File: config.mk
export PLATFORM = sky130hd
export DESIGN_NAME = bird_sprite_ctrl
export DESIGN_NICKNAME = d
export VERILOG_FILES = /design/src/rtl/bird_sprite_pkg.sv /design/src/rtl/bird_anim_fsm.sv /design/src/rtl/bird_sprite_ctrl.sv
export SDC_FILE = /design/constraint.sdc
export NUM_CORES = 1
export LEC_CHECK = 0
export ABC_AREA = 1
export ABC_CLOCK_PERIOD_IN_PS = 2850
export BUFFER_PORTS_ARGS = -buffer_cell sky130_fd_sc_hd__buf_2
export CORE_ASPECT_RATIO = 0.8
export CORE_UTILIZATION = 50
export DETAILED_ROUTE_END_ITERATION = 7
export MAX_ROUTING_LAYER = met4
export PLACE_DENSITY = 0.84
export SYNTH_ARGS = -nofsm -noshare
export SYNTH_HDL_FRONTEND = slang
export SYNTH_SLANG_ARGS = --single-unit
export TNS_END_PERCENT = 1
File: constraint.sdc
create_clock -name clk -period 2.85 [get_ports clk]
set_input_delay 0.1425 -clock clk [delete_from_list [all_inputs] [get_ports clk]]
set_output_delay 0.1425 -clock clk [all_outputs]
set_load 0.1 [all_outputs]
File: src/rtl/bird_sprite_pkg.sv
`default_nettype none
// ============================================================================
// Module      : bird_sprite_pkg
// Description : Shared constants, animation state encoding and frame indices
//               for the bird sprite controller.
// Revision    : 1.0 - initial release
// ============================================================================
package bird_sprite_pkg;

  localparam int          SPRITE_W   = 18;
  localparam int          SPRITE_H   = 12;
  localparam logic [23:0] KEY_COLOUR = 24'hFF0096;

  typedef enum logic [1:0] {
    GLIDE = 2'd0,
    UP    = 2'd1,
    DOWN  = 2'd2,
    MID   = 2'd3
  } anim_state_t;

  localparam logic [1:0] FRAME_FLAP1 = 2'd0;
  localparam logic [1:0] FRAME_FLAP2 = 2'd1;
  localparam logic [1:0] FRAME_FLAP3 = 2'd2;

  // Flap ROM index displayed in each animation state
  function automatic logic [1:0] state_frame(input anim_state_t s);
    case (s)
      UP:      return FRAME_FLAP1;
      DOWN:    return FRAME_FLAP3;
      default: return FRAME_FLAP2;
    endcase
  endfunction

endpackage
`default_nettype wire

File: src/rtl/bird_anim_fsm.sv
`default_nettype none
// ============================================================================
// Module      : bird_anim_fsm
// Description : Wing-flap animation sequencer. Holds each flap frame for
//               ANIM_DIV frame ticks and restarts the sequence on every flap.
// Revision    : 1.0 - initial release
// ============================================================================
module bird_anim_fsm
  import bird_sprite_pkg::*;
#(
  parameter int ANIM_DIV = 4
) (
  input  logic       clk,
  input  logic       reset_n,
  input  logic       frame_tick,
  input  logic       flap,
  input  logic       anim_en,
  output logic [1:0] anim_frame
);

  localparam logic [3:0] C_DIV = 4'(ANIM_DIV);

  anim_state_t r_state;
  anim_state_t w_state_nxt;
  logic [3:0]  r_hold_cnt;
  logic [3:0]  w_hold_cnt_nxt;
  logic [3:0]  w_hold_cnt_inc;

  assign w_hold_cnt_inc = r_hold_cnt + 4'd1;

  // Next state: flap always restarts at UP and swallows a coincident tick
  always_comb begin
    w_state_nxt    = r_state;
    w_hold_cnt_nxt = r_hold_cnt;
    if (anim_en) begin
      if (flap) begin
        w_state_nxt    = UP;
        w_hold_cnt_nxt = 4'd0;
      end else if (frame_tick && (r_state != GLIDE)) begin
        if (w_hold_cnt_inc == C_DIV) begin
          w_hold_cnt_nxt = 4'd0;
          case (r_state)
            UP:      w_state_nxt = DOWN;
            DOWN:    w_state_nxt = MID;
            default: w_state_nxt = GLIDE;
          endcase
        end else begin
          w_hold_cnt_nxt = w_hold_cnt_inc;
        end
      end
    end
  end

  // State, hold counter and registered frame index
  always_ff @(posedge clk or negedge reset_n) begin
    if (!reset_n) begin
      r_state    <= GLIDE;
      r_hold_cnt <= 4'd0;
      anim_frame <= FRAME_FLAP2;
    end else begin
      r_state    <= w_state_nxt;
      r_hold_cnt <= w_hold_cnt_nxt;
      anim_frame <= state_frame(w_state_nxt);
    end
  end

endmodule
`default_nettype wire

File: src/rtl/bird_sprite_ctrl.sv
`default_nettype none
// ============================================================================
// Module      : bird_sprite_ctrl
// Description : Bird sprite sequencer and pixel fetch. Maps screen pixels to
//               flap ROM addresses, tracks the ROM read latency and returns a
//               colour-keyed pixel three cycles after each request.
// Revision    : 1.0 - initial release
// ============================================================================
module bird_sprite_ctrl
  import bird_sprite_pkg::*;
#(
  parameter int COORD_W  = 9,
  parameter int ANIM_DIV = 4
) (
  input  logic               clk,
  input  logic               reset_n,
  input  logic               frame_tick,
  input  logic               flap,
  input  logic               anim_en,
  input  logic [COORD_W-1:0] bird_x,
  input  logic [COORD_W-1:0] bird_y,
  input  logic               pix_req,
  input  logic [COORD_W-1:0] pix_x,
  input  logic [COORD_W-1:0] pix_y,
  output logic [3:0]         rom_row,
  output logic [4:0]         rom_col,
  input  logic [23:0]        rom_data0,
  input  logic [23:0]        rom_data1,
  input  logic [23:0]        rom_data2,
  output logic [1:0]         anim_frame,
  output logic               pix_valid,
  output logic [23:0]        pix_colour,
  output logic               pix_opaque
);

  localparam logic signed [COORD_W:0] C_W_LIM = (COORD_W+1)'(SPRITE_W);
  localparam logic signed [COORD_W:0] C_H_LIM = (COORD_W+1)'(SPRITE_H);

  logic signed [COORD_W:0] w_dx;
  logic signed [COORD_W:0] w_dy;
  logic                    w_in_box;
  logic                    r_s1_valid, r_s1_in_box;
  logic [1:0]              r_s1_frame;
  logic                    r_s2_valid, r_s2_in_box;
  logic [1:0]              r_s2_frame;
  logic [23:0]             w_data;
  logic                    w_opaque;

  bird_anim_fsm #(
    .ANIM_DIV (ANIM_DIV)
  ) u_anim_fsm (
    .clk        (clk),
    .reset_n    (reset_n),
    .frame_tick (frame_tick),
    .flap       (flap),
    .anim_en    (anim_en),
    .anim_frame (anim_frame)
  );

  // Signed offsets keep a bird near the right/bottom edge from wrapping
  assign w_dx     = $signed({1'b0, pix_x}) - $signed({1'b0, bird_x});
  assign w_dy     = $signed({1'b0, pix_y}) - $signed({1'b0, bird_y});
  assign w_in_box = !w_dx[COORD_W] && (w_dx < C_W_LIM) &&
                    !w_dy[COORD_W] && (w_dy < C_H_LIM);

  // Stage 1: ROM address plus the frame select latched with the request
  always_ff @(posedge clk or negedge reset_n) begin
    if (!reset_n) begin
      rom_row     <= 4'd0;
      rom_col     <= 5'd0;
      r_s1_valid  <= 1'b0;
      r_s1_in_box <= 1'b0;
      r_s1_frame  <= FRAME_FLAP2;
    end else begin
      rom_row     <= w_in_box ? w_dy[3:0] : 4'd0;
      rom_col     <= w_in_box ? w_dx[4:0] : 5'd0;
      r_s1_valid  <= pix_req;
      r_s1_in_box <= pix_req && w_in_box;
      r_s1_frame  <= anim_frame;
    end
  end

  // Stage 2: sideband aligned with the ROM's registered read data
  always_ff @(posedge clk or negedge reset_n) begin
    if (!reset_n) begin
      r_s2_valid  <= 1'b0;
      r_s2_in_box <= 1'b0;
      r_s2_frame  <= FRAME_FLAP2;
    end else begin
      r_s2_valid  <= r_s1_valid;
      r_s2_in_box <= r_s1_in_box;
      r_s2_frame  <= r_s1_frame;
    end
  end

  // ROM select from the latched frame and transparency keying
  always_comb begin
    w_data = rom_data1;
    case (r_s2_frame)
      FRAME_FLAP1: w_data = rom_data0;
      FRAME_FLAP3: w_data = rom_data2;
      default:     w_data = rom_data1;
    endcase
    w_opaque = r_s2_in_box && (w_data != KEY_COLOUR);
  end

  // Stage 3: registered response to the compositor
  always_ff @(posedge clk or negedge reset_n) begin
    if (!reset_n) begin
      pix_valid  <= 1'b0;
      pix_opaque <= 1'b0;
      pix_colour <= 24'd0;
    end else begin
      pix_valid  <= r_s2_valid;
      pix_opaque <= w_opaque;
      pix_colour <= w_opaque ? w_data : 24'd0;
    end
  end

endmodule
`default_nettype wire
==> flow_summary.toml <==
[pwr]
power.total_mw = 1.51
p_int_mw = 1.06
comb_power_share_pct = 24.7
clock_power_share_pct = 26.7
peakVddDrop_v = 0.000188
power.switching_mw = 0.451
leakage_nw = 2.67
p_seq_share_pct = 48.6
p_sw_share_pct = 29.8
p_per_area_mw_per_mm2 = 347

[final_layout]
fin_nets = 768
fill_cells = 581
multi_input_area_mm2 = 0.00181
seqCellArea_mm2 = 0.00128
diodes = 0
area_growth_pct = 25.7
postLayoutCoreUtil_pct = 66.7
drive_above_1_share_pct = 32.5
instances_no_fill = 714
fin_area_mm2 = 0.00436

[timing]
max_slew_margin_pct = 27.5
finalSetupTns_ps = 0
timing.final.ws_setup_ps = 563
fin_crit_ps = 2290
final.setup_skew_ps = 6.51
worst_slew_pin_slew_ps = 1090
hold_viol = 0
slew_violations = 0
finalCritPeriodShare_pct = 80.3
final-setup-viol-count = 0
grt_setup_unrepaired = "false"
timing.hold.ws_ps = 19.9
fmax_ghz = 0.437

[clock_network]
clockBufferDepth = 2
cts_resized = 0
tritoncts = "built"
clock-root-buffer = "clkbuf_8"
clkSlewWorstSetupHoldPaths_ps = 90
clock_latency_ps = 300
cts-buffers-inserted = 5
htree_num_levels = 2
clock_sinks = 51

[critical_path]
reg2reg_depth = 10
crit_required_ps = 3030
timing.rr.start = "r_s2_frame[0]"
crit_arrival_ps = 2470
end_kind = "flop"
critPathLaunchType = "flop"
rr_endpoint = "pix_colour[3]"
crit_fanout = 25
crit_type = "flop to flop"
rrSetupSlack_ps = 560

[floorplanning]
die_area_mm2 = 0.00727
num_rows = 26
chipHeight_um = 76.5
core_mm2 = 0.00654
start_util_pct = 53.0
top_level_ports = 151
die_x_um = 95.1

[drt]
finalWirelength_mm = 8.54
viasPerCell = 4.88
drtIter0Drc = 103
avgRoutedWirePerCell_um = 12.0
ant_nets = 0
first_pass_iters = 4
dr_total_vias = 3484
drc = 0

[synth]
synth_largest_area_cell = "dfrtp_1"
synthCells = 478
yosysSeqAreaShare_pct = 36.9
yosys.area.top_type_share_pct = 34.6
postSynthNetCount = 617
synth.distinct_cells = 29
synth_area_mm2 = 0.00347
synth_area_per_cell_um2 = 7.25
synth_area_leaders = "dfrtp_1 35%, nand2_1 13%, inv_1 9.0%"
yosys_warnings = 0
ys_ff_latch = 51

[hold_path]
worstHoldPathType = "primary input to asynchronous set/reset pin"

[grt]
grt_max_degree = 52
grt_pass1_vias = 3348
grtUsageTotal_pct = 25.1
grt_pass1_wl_mm = 14.0
antenna_found_initial = 0
overflow = 0

[place]
dp_hpwl_mm = 7.01
place.gp.congestion = 0.971
post-place-ws_ps = 569
dp_cells = 705
port_buffers = 150
placed_cell_area_mm2 = 0.00426

[run]
cap_violations = 0

[outcome]
status = "finished, final reports clean"
[synth_stat cells]
cell and count:
nand2_1 117, inv_1 83, dfrtp_1 48, nand3_1 44
nor2_1 44, ha_1 23, nor2_2 21, or2_2 16
nor3_1 12, a21oi_1 11, or2_1 10, o21ai_0 8
o211ai_1 5, buf_6 4, nand3b_1 4, a21o_1 3
dfstp_2 3, nand3_2 3, nand4_1 3, buf_2 2
fa_1 2, inv_2 2, nand2_2 2, or2_0 2
xor2_1 2, and2_1 1, clkbuf_1 1, nand2_4 1
xnor2_1 1
[cells in the final DEF (no fill, tap or decap), types with 2 or more instances in the layout]
cell type,instances
a21o_1,3
a21oi_1,11
buf_2,150
clkbuf_8,5
dfrtp_1,48
dfstp_2,3
fa_1,2
ha_1,23
inv_1,83
inv_2,2
nand2_1,117
nand2_2,2
nand3_1,44
nand3_2,3
nand3b_1,4
nand4_1,3
nor2_1,44
nor2_2,21
nor3_1,12
o211ai_1,5
o21ai_0,8
or2_0,2
or2_1,10
or2_2,16
xor2_1,2
[worst max-delay path, stage by stage, from the launching register on]
cell and delay, ps:
dfstp_2 710, inv_2 170, nand2_2 210, or2_2 150, nand3_1 80, nor2_1 150
nand2_1 70, nor2_1 110, nand3_2 100, nand2_4 320, nor2_1 90
[final cells by class]
| class | instances | share of cell area (%) |
|---|---|---|
| Timing Repair Buffer | 151 | 17.5 |
| Clock inverter | 2 | 0.287 |
| Multi-Input combinational cell | 335 | 41.5 |
| Clock buffer | 6 | 1.66 |
| Sequential cell | 51 | 29.4 |
| Tap cell | 84 | 2.41 |
| Inverter | 85 | 7.32 |
[registers in the layout, summed over array words and instances (netlist names)]
| register | flops |
|---|---|
| pix_colour | 24 |
| pix_opaque | 1 |
| pix_valid | 1 |
| r_s1_frame | 2 |
| r_s1_in_box | 1 |
| r_s1_valid | 1 |
| r_s2_frame | 2 |
| r_s2_in_box | 1 |
| r_s2_valid | 1 |
| rom_col | 5 |
| rom_row | 4 |
| u_anim_fsm.anim_frame | 2 |
| u_anim_fsm.r_hold_cnt | 4 |
| u_anim_fsm.r_state | 2 |
[per-layer routing]
layer	track usage [%]	wire length, um
met5	-	0
met4	10.0	229
met1	27.6	3530
met2	43.9	4280
met3	4.69	499
[power by group through the flow]
stage | Clock (mW) | Sequential [mW] | Combinational, mW
floorplan | 0 | 0.754 | 0.224
global placement | 0 | 0.748 | 0.361
detailed placement | 0 | 0.748 | 0.372
CTS | 0.413 | 0.734 | 0.375
global route | 0.443 | 0.735 | 0.432
finish | 0.404 | 0.734 | 0.374
[worst max-delay path by stage]
stage                        startpoint            end  slack [ps]  cells past startpoint
after floorplan           r_s2_frame[0]  pix_colour[4]        1130                     12
after global placement    r_s2_frame[0]  pix_colour[1]         690                     10
after detailed placement  r_s2_frame[0]  pix_colour[3]         570                     10
after CTS                 r_s2_frame[0]  pix_colour[3]         550                     10
after global routing      r_s2_frame[0]  pix_colour[3]         320                     10
final                     r_s2_frame[0]  pix_colour[3]         560                     10
[cells by family (layout without fill, tap and decap cells)]
| group | Yosys count | after routing | share of synthesized area [%] |
|---|---|---|---|
| XOR/XNOR | 3 | 3 | 0.758 |
| flip-flops | 51 | 51 | 36.9 |
| AO/OA/AOI/OAI | 27 | 27 | 4.47 |
| AND/OR/NAND/NOR | 280 | 280 | 37.5 |
| buffers and inverters | 92 | 244 | 10.9 |
| adder cells (fa/ha/maj) | 25 | 25 | 9.46 |
[repair_timing]
action / in CTS / in global routing
hold buffers: 1 / 0
hold endpoints to repair: 1 / 0
buffers inserted: 0 / 0
Power figures use the tool's default switching activity.
